## src/rtl/sccb_master_pkg.sv

```systemverilog
// Shared encodings for the SCCB master: bus codes, register map, symbol and FSM states.
package sccb_master_pkg;

    localparam int unsigned DATA_W = 8;
    localparam int unsigned CMD_W  = 3;
    localparam int unsigned RESP_W = 2;

    localparam logic [CMD_W-1:0] MCMD_IDLE = 3'b000;
    localparam logic [CMD_W-1:0] MCMD_WR   = 3'b001;
    localparam logic [CMD_W-1:0] MCMD_RD   = 3'b010;

    localparam logic [RESP_W-1:0] SRESP_NULL = 2'b00;
    localparam logic [RESP_W-1:0] SRESP_DVA  = 2'b01;
    localparam logic [RESP_W-1:0] SRESP_ERR  = 2'b11;

    localparam logic [DATA_W-1:0] REG_CTRL     = 8'h00;
    localparam logic [DATA_W-1:0] REG_DEV_ID   = 8'h01;
    localparam logic [DATA_W-1:0] REG_SUB_ADDR = 8'h02;
    localparam logic [DATA_W-1:0] REG_WDATA    = 8'h03;
    localparam logic [DATA_W-1:0] REG_RDATA    = 8'h04;
    localparam logic [DATA_W-1:0] REG_CLKDIV   = 8'h05;

    // One SCCB symbol, four quarters long
    typedef enum logic [2:0] {
        SYM_GAP   = 3'd0,
        SYM_START = 3'd1,
        SYM_STOP  = 3'd2,
        SYM_TX    = 3'd3,
        SYM_RX    = 3'd4
    } sym_t;

    typedef enum logic [2:0] {
        ST_IDLE  = 3'd0,
        ST_START = 3'd1,
        ST_BYTE  = 3'd2,
        ST_NINTH = 3'd3,
        ST_STOP  = 3'd4,
        ST_GAP   = 3'd5
    } state_t;

    // A divider of zero behaves like one
    function automatic logic [DATA_W-1:0] eff_div(input logic [DATA_W-1:0] div);
        return (div == '0) ? 8'd1 : div;
    endfunction

endpackage

```

## src/rtl/sccb_master_bit_engine.sv

```systemverilog
// Quarter-bit divider and symbol generator; accepts a new symbol on the cycle its predecessor finishes.
module sccb_bit_engine
    import sccb_master_pkg::*;
(
    input  logic       clk,
    input  logic       reset,
    input  logic [7:0] qdiv,
    input  logic       cmd_valid,
    input  logic [2:0] cmd_sym,
    input  logic       cmd_bit,
    output logic       done_c,
    output logic       rx_bit,
    output logic       sio_c,
    output logic       sio_d_o,
    output logic       sio_d_oe,
    input  logic       sio_d_i
);

    logic       active;
    logic [7:0] cnt;
    logic [1:0] q;
    logic [2:0] sym;
    logic       tx_bit;
    logic [7:0] div_eff;
    logic       tick;
    logic       c_n;
    logic       d_n;
    logic       oe_n;

    assign div_eff = eff_div(qdiv);
    assign tick    = (cnt == div_eff - 8'd1);
    assign done_c  = active && tick && (q == 2'd3);

    // Line levels for the current symbol and quarter
    always_comb begin
        c_n  = 1'b1;
        d_n  = 1'b1;
        oe_n = 1'b0;
        if (active) begin
            case (sym)
                SYM_START: begin
                    c_n  = (q <= 2'd1);
                    d_n  = (q == 2'd0);
                    oe_n = 1'b1;
                end
                SYM_STOP: begin
                    c_n  = (q != 2'd0);
                    d_n  = (q >= 2'd2);
                    oe_n = (q <= 2'd1);
                end
                SYM_TX: begin
                    c_n  = (q == 2'd1) || (q == 2'd2);
                    d_n  = tx_bit;
                    oe_n = 1'b1;
                end
                SYM_RX: begin
                    c_n  = (q == 2'd1) || (q == 2'd2);
                end
                default: ;
            endcase
        end
    end

    // Divider, quarter sequencing, read sampling and registered pad drive
    always_ff @(posedge clk) begin
        if (reset) begin
            active   <= 1'b0;
            cnt      <= '0;
            q        <= '0;
            sym      <= SYM_GAP;
            tx_bit   <= 1'b1;
            rx_bit   <= 1'b0;
            sio_c    <= 1'b1;
            sio_d_o  <= 1'b1;
            sio_d_oe <= 1'b0;
        end else begin
            if (!active || done_c) begin
                cnt    <= '0;
                q      <= '0;
                active <= cmd_valid;
                if (cmd_valid) begin
                    sym    <= cmd_sym;
                    tx_bit <= cmd_bit;
                end
            end else if (tick) begin
                cnt <= '0;
                q   <= q + 2'd1;
                if ((q == 2'd1) && (sym == SYM_RX)) begin
                    rx_bit <= sio_d_i;
                end
            end else begin
                cnt <= cnt + 8'd1;
            end
            sio_c    <= c_n;
            sio_d_o  <= d_n;
            sio_d_oe <= oe_n;
        end
    end

endmodule

```

## src/rtl/sccb_master.sv

```systemverilog
// SCCB register-access master: OCP-style register file plus byte sequencer driving the bit engine.
module sccb_master
    import sccb_master_pkg::*;
#(
    parameter int unsigned QDIV_DEFAULT  = 120,
    parameter logic [7:0]  DEVID_DEFAULT = 8'h42
) (
    input  logic       clk,
    input  logic       reset,
    input  logic [2:0] sccb_MCmd,
    input  logic [7:0] sccb_MAddr,
    input  logic [7:0] sccb_MData,
    output logic       sccb_SCmdAccept,
    output logic [7:0] sccb_SData,
    output logic [1:0] sccb_SResp,
    output logic       sio_c,
    output logic       sio_d_o,
    output logic       sio_d_oe,
    input  logic       sio_d_i,
    output logic       busy
);

    state_t     state, state_n;
    logic [7:0] dev_id, sub_addr, wdata, rdata, clkdiv, shreg, rd_mux;
    logic       nack;
    logic [2:0] bit_cnt, bit_cnt_n;
    logic [1:0] byte_idx, byte_idx_n;
    logic       second, second_n, is_read, is_read_n;
    logic       addr_ok_c, wr_ok_c, start_wr_c, start_rd_c;
    logic       eng_valid_c, eng_bit_c, eng_done_c, eng_rx;
    logic [2:0] eng_sym_c;
    logic       issue_bit_c, set_nack_c, clr_nack_c, shift_en_c, rdata_load_c;
    logic       rx_byte_c, last_byte_c;
    logic [7:0] sel_byte_c;

    assign sccb_SCmdAccept = (sccb_MCmd != MCMD_IDLE);

    // Command decode: which writes take effect and which start a transaction
    always_comb begin
        addr_ok_c  = (sccb_MAddr <= REG_CLKDIV);
        wr_ok_c    = (sccb_MCmd == MCMD_WR) && addr_ok_c && (sccb_MAddr != REG_RDATA) && !busy
                     && !((sccb_MAddr == REG_CTRL) && (sccb_MData[1:0] == 2'b11));
        start_wr_c = wr_ok_c && (sccb_MAddr == REG_CTRL) && (sccb_MData[1:0] == 2'b01);
        start_rd_c = wr_ok_c && (sccb_MAddr == REG_CTRL) && (sccb_MData[1:0] == 2'b10);
    end

    // Read-data mux
    always_comb begin
        rd_mux = '0;
        case (sccb_MAddr)
            REG_CTRL:     rd_mux = {6'b0, nack, busy};
            REG_DEV_ID:   rd_mux = dev_id;
            REG_SUB_ADDR: rd_mux = sub_addr;
            REG_WDATA:    rd_mux = wdata;
            REG_RDATA:    rd_mux = rdata;
            REG_CLKDIV:   rd_mux = clkdiv;
            default:      rd_mux = '0;
        endcase
    end

    // One-cycle registered response to every accepted command
    always_ff @(posedge clk) begin
        if (reset) begin
            sccb_SResp <= SRESP_NULL;
            sccb_SData <= '0;
        end else begin
            sccb_SResp <= SRESP_NULL;
            sccb_SData <= '0;
            if (sccb_MCmd == MCMD_RD) begin
                sccb_SResp <= addr_ok_c ? SRESP_DVA : SRESP_ERR;
                sccb_SData <= addr_ok_c ? rd_mux : 8'h00;
            end else if (sccb_MCmd == MCMD_WR) begin
                sccb_SResp <= wr_ok_c ? SRESP_DVA : SRESP_ERR;
            end else if (sccb_MCmd != MCMD_IDLE) begin
                sccb_SResp <= SRESP_ERR;
            end
        end
    end

    // Configuration registers
    always_ff @(posedge clk) begin
        if (reset) begin
            dev_id   <= DEVID_DEFAULT;
            sub_addr <= '0;
            wdata    <= '0;
            clkdiv   <= 8'(QDIV_DEFAULT);
        end else if (wr_ok_c) begin
            case (sccb_MAddr)
                REG_DEV_ID:   dev_id   <= sccb_MData;
                REG_SUB_ADDR: sub_addr <= sccb_MData;
                REG_WDATA:    wdata    <= sccb_MData;
                REG_CLKDIV:   clkdiv   <= sccb_MData;
                default: ;
            endcase
        end
    end

    // Sequencer next state and the symbol handed to the engine
    always_comb begin
        state_n      = state;
        bit_cnt_n    = bit_cnt;
        byte_idx_n   = byte_idx;
        second_n     = second;
        is_read_n    = is_read;
        eng_valid_c  = 1'b0;
        eng_sym_c    = SYM_GAP;
        eng_bit_c    = 1'b1;
        issue_bit_c  = 1'b0;
        set_nack_c   = 1'b0;
        clr_nack_c   = 1'b0;
        shift_en_c   = 1'b0;
        rdata_load_c = 1'b0;
        rx_byte_c    = second && (byte_idx == 2'd1);
        last_byte_c  = (second || is_read) ? (byte_idx == 2'd1) : (byte_idx == 2'd2);

        case (state)
            ST_IDLE: begin
                if (start_wr_c || start_rd_c) begin
                    state_n     = ST_START;
                    second_n    = 1'b0;
                    is_read_n   = start_rd_c;
                    byte_idx_n  = '0;
                    clr_nack_c  = 1'b1;
                    eng_valid_c = 1'b1;
                    eng_sym_c   = SYM_START;
                end
            end
            ST_START: begin
                if (eng_done_c) begin
                    state_n     = ST_BYTE;
                    byte_idx_n  = '0;
                    bit_cnt_n   = '0;
                    issue_bit_c = 1'b1;
                end
            end
            ST_BYTE: begin
                if (eng_done_c) begin
                    shift_en_c = rx_byte_c;
                    if (bit_cnt == 3'd7) begin
                        state_n      = ST_NINTH;
                        eng_valid_c  = 1'b1;
                        rdata_load_c = rx_byte_c;
                        eng_sym_c    = rx_byte_c ? SYM_TX : SYM_RX;
                    end else begin
                        bit_cnt_n   = bit_cnt + 3'd1;
                        issue_bit_c = 1'b1;
                    end
                end
            end
            ST_NINTH: begin
                if (eng_done_c) begin
                    set_nack_c = !rx_byte_c && eng_rx;
                    if (last_byte_c) begin
                        state_n     = ST_STOP;
                        eng_valid_c = 1'b1;
                        eng_sym_c   = SYM_STOP;
                    end else begin
                        state_n     = ST_BYTE;
                        byte_idx_n  = byte_idx + 2'd1;
                        bit_cnt_n   = '0;
                        issue_bit_c = 1'b1;
                    end
                end
            end
            ST_STOP: begin
                if (eng_done_c) begin
                    if (is_read && !second) begin
                        state_n     = ST_GAP;
                        second_n    = 1'b1;
                        eng_valid_c = 1'b1;
                        eng_sym_c   = SYM_GAP;
                    end else begin
                        state_n = ST_IDLE;
                    end
                end
            end
            ST_GAP: begin
                if (eng_done_c) begin
                    state_n     = ST_START;
                    eng_valid_c = 1'b1;
                    eng_sym_c   = SYM_START;
                end
            end
            default: state_n = ST_IDLE;
        endcase

        // Byte on the wire for the bit about to be issued
        if (second_n)
            sel_byte_c = dev_id | 8'h01;
        else if (byte_idx_n == 2'd0)
            sel_byte_c = dev_id & 8'hFE;
        else if (byte_idx_n == 2'd1)
            sel_byte_c = sub_addr;
        else
            sel_byte_c = wdata;

        if (issue_bit_c) begin
            eng_valid_c = 1'b1;
            eng_sym_c   = (second_n && (byte_idx_n == 2'd1)) ? SYM_RX : SYM_TX;
            eng_bit_c   = sel_byte_c[3'd7 - bit_cnt_n];
        end
    end

    // Sequencer state, status and received data
    always_ff @(posedge clk) begin
        if (reset) begin
            state    <= ST_IDLE;
            bit_cnt  <= '0;
            byte_idx <= '0;
            second   <= 1'b0;
            is_read  <= 1'b0;
            busy     <= 1'b0;
            nack     <= 1'b0;
            shreg    <= '0;
            rdata    <= '0;
        end else begin
            state    <= state_n;
            bit_cnt  <= bit_cnt_n;
            byte_idx <= byte_idx_n;
            second   <= second_n;
            is_read  <= is_read_n;
            busy     <= (state_n != ST_IDLE);
            if (clr_nack_c)
                nack <= 1'b0;
            else if (set_nack_c)
                nack <= 1'b1;
            if (shift_en_c)
                shreg <= {shreg[6:0], eng_rx};
            if (rdata_load_c)
                rdata <= {shreg[6:0], eng_rx};
        end
    end

    sccb_bit_engine u_engine (
        .clk       (clk),
        .reset     (reset),
        .qdiv      (clkdiv),
        .cmd_valid (eng_valid_c),
        .cmd_sym   (eng_sym_c),
        .cmd_bit   (eng_bit_c),
        .done_c    (eng_done_c),
        .rx_bit    (eng_rx),
        .sio_c     (sio_c),
        .sio_d_o   (sio_d_o),
        .sio_d_oe  (sio_d_oe),
        .sio_d_i   (sio_d_i)
    );

endmodule

```

## config.mk

```make
export PLATFORM = sky130hd
export DESIGN_NAME = sccb_master
export DESIGN_NICKNAME = d
export VERILOG_FILES = /design/src/rtl/sccb_master_pkg.sv /design/src/rtl/sccb_master_bit_engine.sv /design/src/rtl/sccb_master.sv
export SDC_FILE = /design/constraint.sdc
export NUM_CORES = 1
export LEC_CHECK = 0
export CORE_ASPECT_RATIO = 0.7
export CORE_UTILIZATION = 53
export DETAILED_ROUTE_END_ITERATION = 12
export GPL_TIMING_DRIVEN = 0
export HOLD_SLACK_MARGIN = 0.08
export PLACE_DENSITY_LB_ADDON = 0.1
export RECOVER_POWER = 25
export SYNTH_ARGS = -nofsm -noshare
export SYNTH_HDL_FRONTEND = slang
export SYNTH_SLANG_ARGS = --single-unit
```

## constraint.sdc

```tcl
create_clock -name clk -period 3.6 [get_ports clk]
set_input_delay 0.54 -clock clk [delete_from_list [all_inputs] [get_ports clk]]
set_output_delay 0.54 -clock clk [all_outputs]
set_load 0.005 [all_outputs]
```

==> impl_metrics.env <==
export IMPL_finClkSkew_ps=7.14
export IMPL_final_antenna_net_count=0
export IMPL_post_dp_hpwl_microns=9970
export IMPL_clock_latency_ps=350
export IMPL_grt_busiest_layer="met1"
export IMPL_period_needed_ps=3590
export IMPL_drt_initial_drc_count=576
export IMPL_fp_row_count=28
export IMPL_n_antenna_cell=0
export IMPL_post_route_util_pct=68.0
export IMPL_antenna_found_initial=0
export IMPL_hold_depth=2
export IMPL_synth_fp_nets=585
export IMPL_hp_start="shreg[6]"
export IMPL_synth_cells=554
export IMPL_layout_drive_gt1_share_pct=15.2
export IMPL_grt_overflow=0
export IMPL_grt_pass1_vias=3958
export IMPL_grt_met3_usage_pct=7.61
export IMPL_synth_top_cell_area_share_pct=37.5
export IMPL_start_util_pct=55.2
export IMPL_netlist_top_cells_count="dfxtp_1 (88), nor2_1 (68), nand2_1 (63)"
export IMPL_placeableCoreArea_sq_um=8510
export IMPL_ys_async_sr_fraction_pct=0
export IMPL_regArea_sq_um=1770
export IMPL_synth_area_top_cells="dfxtp_1 (37%), a21oi_1 (5.4%), nor2_1 (5.4%)"
export IMPL_dr_pass1_iters=5
export IMPL_grt_pass1_wl_microns=21100
export IMPL_tightest_slew_ps=1030
export IMPL_multiInputGateArea_sq_um=2880
export IMPL_wl_microns=14100
export IMPL_use_met2_pct=43.8
export IMPL_status="complete, no violations"
export IMPL_drc=0
export IMPL_grt_setup_unrepaired="yes"
export IMPL_h_tree_depth=3
export IMPL_muxShareOfSynthArea_pct=7.24
export IMPL_die_w_microns=115
export IMPL_synthXorXnorAreaFrac_pct=3.51
export IMPL_ctsLongestPathBuffers=2
export IMPL_vias_per_cell=6.15
export IMPL_cts_made_buffers=9
export IMPL_relSlewSlack_pct=30.6
export IMPL_post_route_period_util_pct=99.6
export IMPL_area_growth_pct=23.1
export IMPL_worst_ep_arrival_time_ps=3810
export IMPL_fill_cells=720
export IMPL_peakVddDrop_uv=232
export IMPL_hold_path_class="flop to flop"
export IMPL_synthFlopType="dfxtp_1"
export IMPL_gp_congestion=0.927
export IMPL_grt_total_usage_pct=30.5
export IMPL_synth_compound_area_share_pct=19.3
export IMPL_synth_edf_count=0
export IMPL_io_pins=37
export IMPL_finalSetupViolations=0
export IMPL_cp_max_fo=6
export IMPL_power_density_nw_per_um2=342
export IMPL_synth_top_family_by_area="simple AND/OR/NAND/NOR gates"
export IMPL_r2r_start="clkdiv[1]"
export IMPL_yosysMostFrequentCell="dfxtp_1"
export IMPL_synth_fa_ha_area_share_pct=2.40
export IMPL_finalHoldViolations=0
export IMPL_yosys_area_share_simple_pct=26.5
export IMPL_grt_max_degree=15
export IMPL_required_ps=3820
export IMPL_crit_type="flop to flop"
export IMPL_rr_endpoint="u_engine.tx_bit"
export IMPL_ys_seq_elements=88
export IMPL_hold_buffers=0
export IMPL_place_port_buffers=35
export IMPL_worstRegToRegCells=15
export IMPL_path_clk_slew_ps=60
export IMPL_cap_viol_max_count=0
export IMPL_regToRegSetupSlack_ps=10
export IMPL_die_y_microns=80.8
export IMPL_cts_root_buf="clkbuf_16"
export IMPL_slew_violations=0
export IMPL_yosysSeqAreaShare_pct=37.5
export IMPL_final_setup_worst_slack_ps=14.9
export IMPL_fin_nets=653
export IMPL_die_area_sq_um=9250
export IMPL_cts_tree="yes"
export IMPL_max_freq_mhz=279
export IMPL_vias=4592
export IMPL_yosysWarnings=0
export IMPL_crit_path_end_kind="flop"
export IMPL_p_leak_nw=2.16
export IMPL_wire_per_inst_microns=18.9
export IMPL_startpoint_type="flop"
export IMPL_met1_usage_pct=45.4
export IMPL_synthesis_area_sq_um=4700
export IMPL_synth_area_leader_cell="dfxtp_1"
export IMPL_syn_avg_cell_area_sq_um=8.48
export IMPL_cts_num_sinks=88
export IMPL_synth_cell_types=68
export IMPL_hold_path_end="shreg[6]"
export IMPL_place_ws_ps=-399
## layout by cell type, fill, tap and decap left out, types with 6 or more instances in the layout
| cell | netlist | layout |
|---|---|---|
| dfxtp_1 | 88 | 82 |
| nor2_1 | 68 | 68 |
| nand2_1 | 63 | 63 |
| a21oi_1 | 51 | 47 |
| mux2i_1 | 25 | 25 |
| buf_4 | 2 | 23 |
| clkbuf_1 | 21 | 23 |
| clkdlybuf4s50_1 | 0 | 20 |
| a22oi_1 | 16 | 16 |
| dlygate4sd3_1 | 0 | 15 |
| inv_1 | 14 | 14 |
| and3_1 | 13 | 12 |
| xnor2_1 | 11 | 11 |
| o21ai_0 | 10 | 10 |
| nor3_1 | 10 | 9 |
| nand3_1 | 11 | 9 |
| nor2b_1 | 9 | 9 |
| a31oi_1 | 10 | 9 |
| clkbuf_16 | 0 | 9 |
| nand2b_1 | 8 | 8 |
| mux2_2 | 8 | 8 |
| ha_1 | 9 | 8 |
| a211o_1 | 7 | 7 |
| nand4_1 | 7 | 7 |
| nor4_1 | 8 | 7 |
| a21oi_2 | 2 | 6 |
| xor2_1 | 6 | 6 |
## area by class of cell
type / instances / share of cell area [%]
inverter: 14 / 0.908
clock inverter: 5 / 0.995
sequential: 88 / 30.7
tap: 120 / 2.60
multi-input combinational: 426 / 49.8
buffer: 26 / 2.05
timing repair buffer: 57 / 8.91
clock buffer: 11 / 4.02
## through the flow
step | total power, mW | instance area [sq um] | hold WS, ps | std cells | TNS, ps
global placement | 1.07 | 5200 | 442 | 709 | -2060
detailed placement | 1.07 | 5200 | 447 | 709 | -2940
CTS | 1.99 | 5580 | 461 | 729 | 0
finish | 1.98 | 5790 | 458 | 747 | 0
global route | 2.03 | 5790 | 489 | 747 | -126
floorplan | 1.02 | 4700 | 432 | 554 | 0
## report_power, final
group | leakage [nW] | total [mW] | internal [mW] | switching (mW)
sequential | 0.709 | 0.974 | 0.973 | 0.000248
combinational | 1.31 | 0.0749 | 0.0316 | 0.0434
clock | 0.143 | 0.928 | 0.538 | 0.390
## how the worst max path moves through the flow
stage	startpoint	end	slack, ps	cells after the start
floorplan	clkdiv[2]	u_engine.tx_bit	220	14
global placement	sccb_MAddr[6]	u_engine.tx_bit	-400	11
detailed placement	sccb_MAddr[6]	u_engine.tx_bit	-400	11
CTS	clkdiv[2]	u_engine.tx_bit	0.4	14
global route	clkdiv[1]	u_engine.tx_bit	-130	15
finish	clkdiv[1]	u_engine.tx_bit	10	15
## repair_timing
action / 4_1_cts / 5_1_grt
endpoints found under the setup margin: 12 / 13
cloned: 0 / 0
setup buffers: 4 / 18
pin swaps: 5 / 20
gates resized for setup: 13 / 16
## kinds of logic after synthesis
logic type               Yosys count
flip-flops                        88
buffers and inverters             40
multiplexers                      33
AND/OR/NAND/NOR                  233
adder cells (fa/ha/maj)            9
AO/OA/AOI/OAI                    133
XOR/XNOR                          18
## critical path, stage by stage (launching register included)
cell and delay, ps:
dfxtp_4 380, nor4_4 360, a21oi_2 140, ha_2 220
nor3b_4 150, xnor2_1 160, buf_4 160, o211ai_1 160
nor4_4 280, buf_4 180, and3_4 210, a311oi_4 140
or2_1 280, a221o_1 330, a32oi_1 200, nand4_1 100
## routing by layer
layer	share of wire (%)	wire length, microns
met5	0	0
met2	42	5870
met1	47	6680
met4	1.2	168
met3	10	1410
## flip-flops by register name (all words and copies together), names as in the netlist, 7 cells and up
name and flops:
wdata 8, rdata 8, sub_addr 8, dev_id 8
shreg 7, u_engine.cnt 8, sccb_SData 8, clkdiv 8
Power figures use the tool's default switching activity.
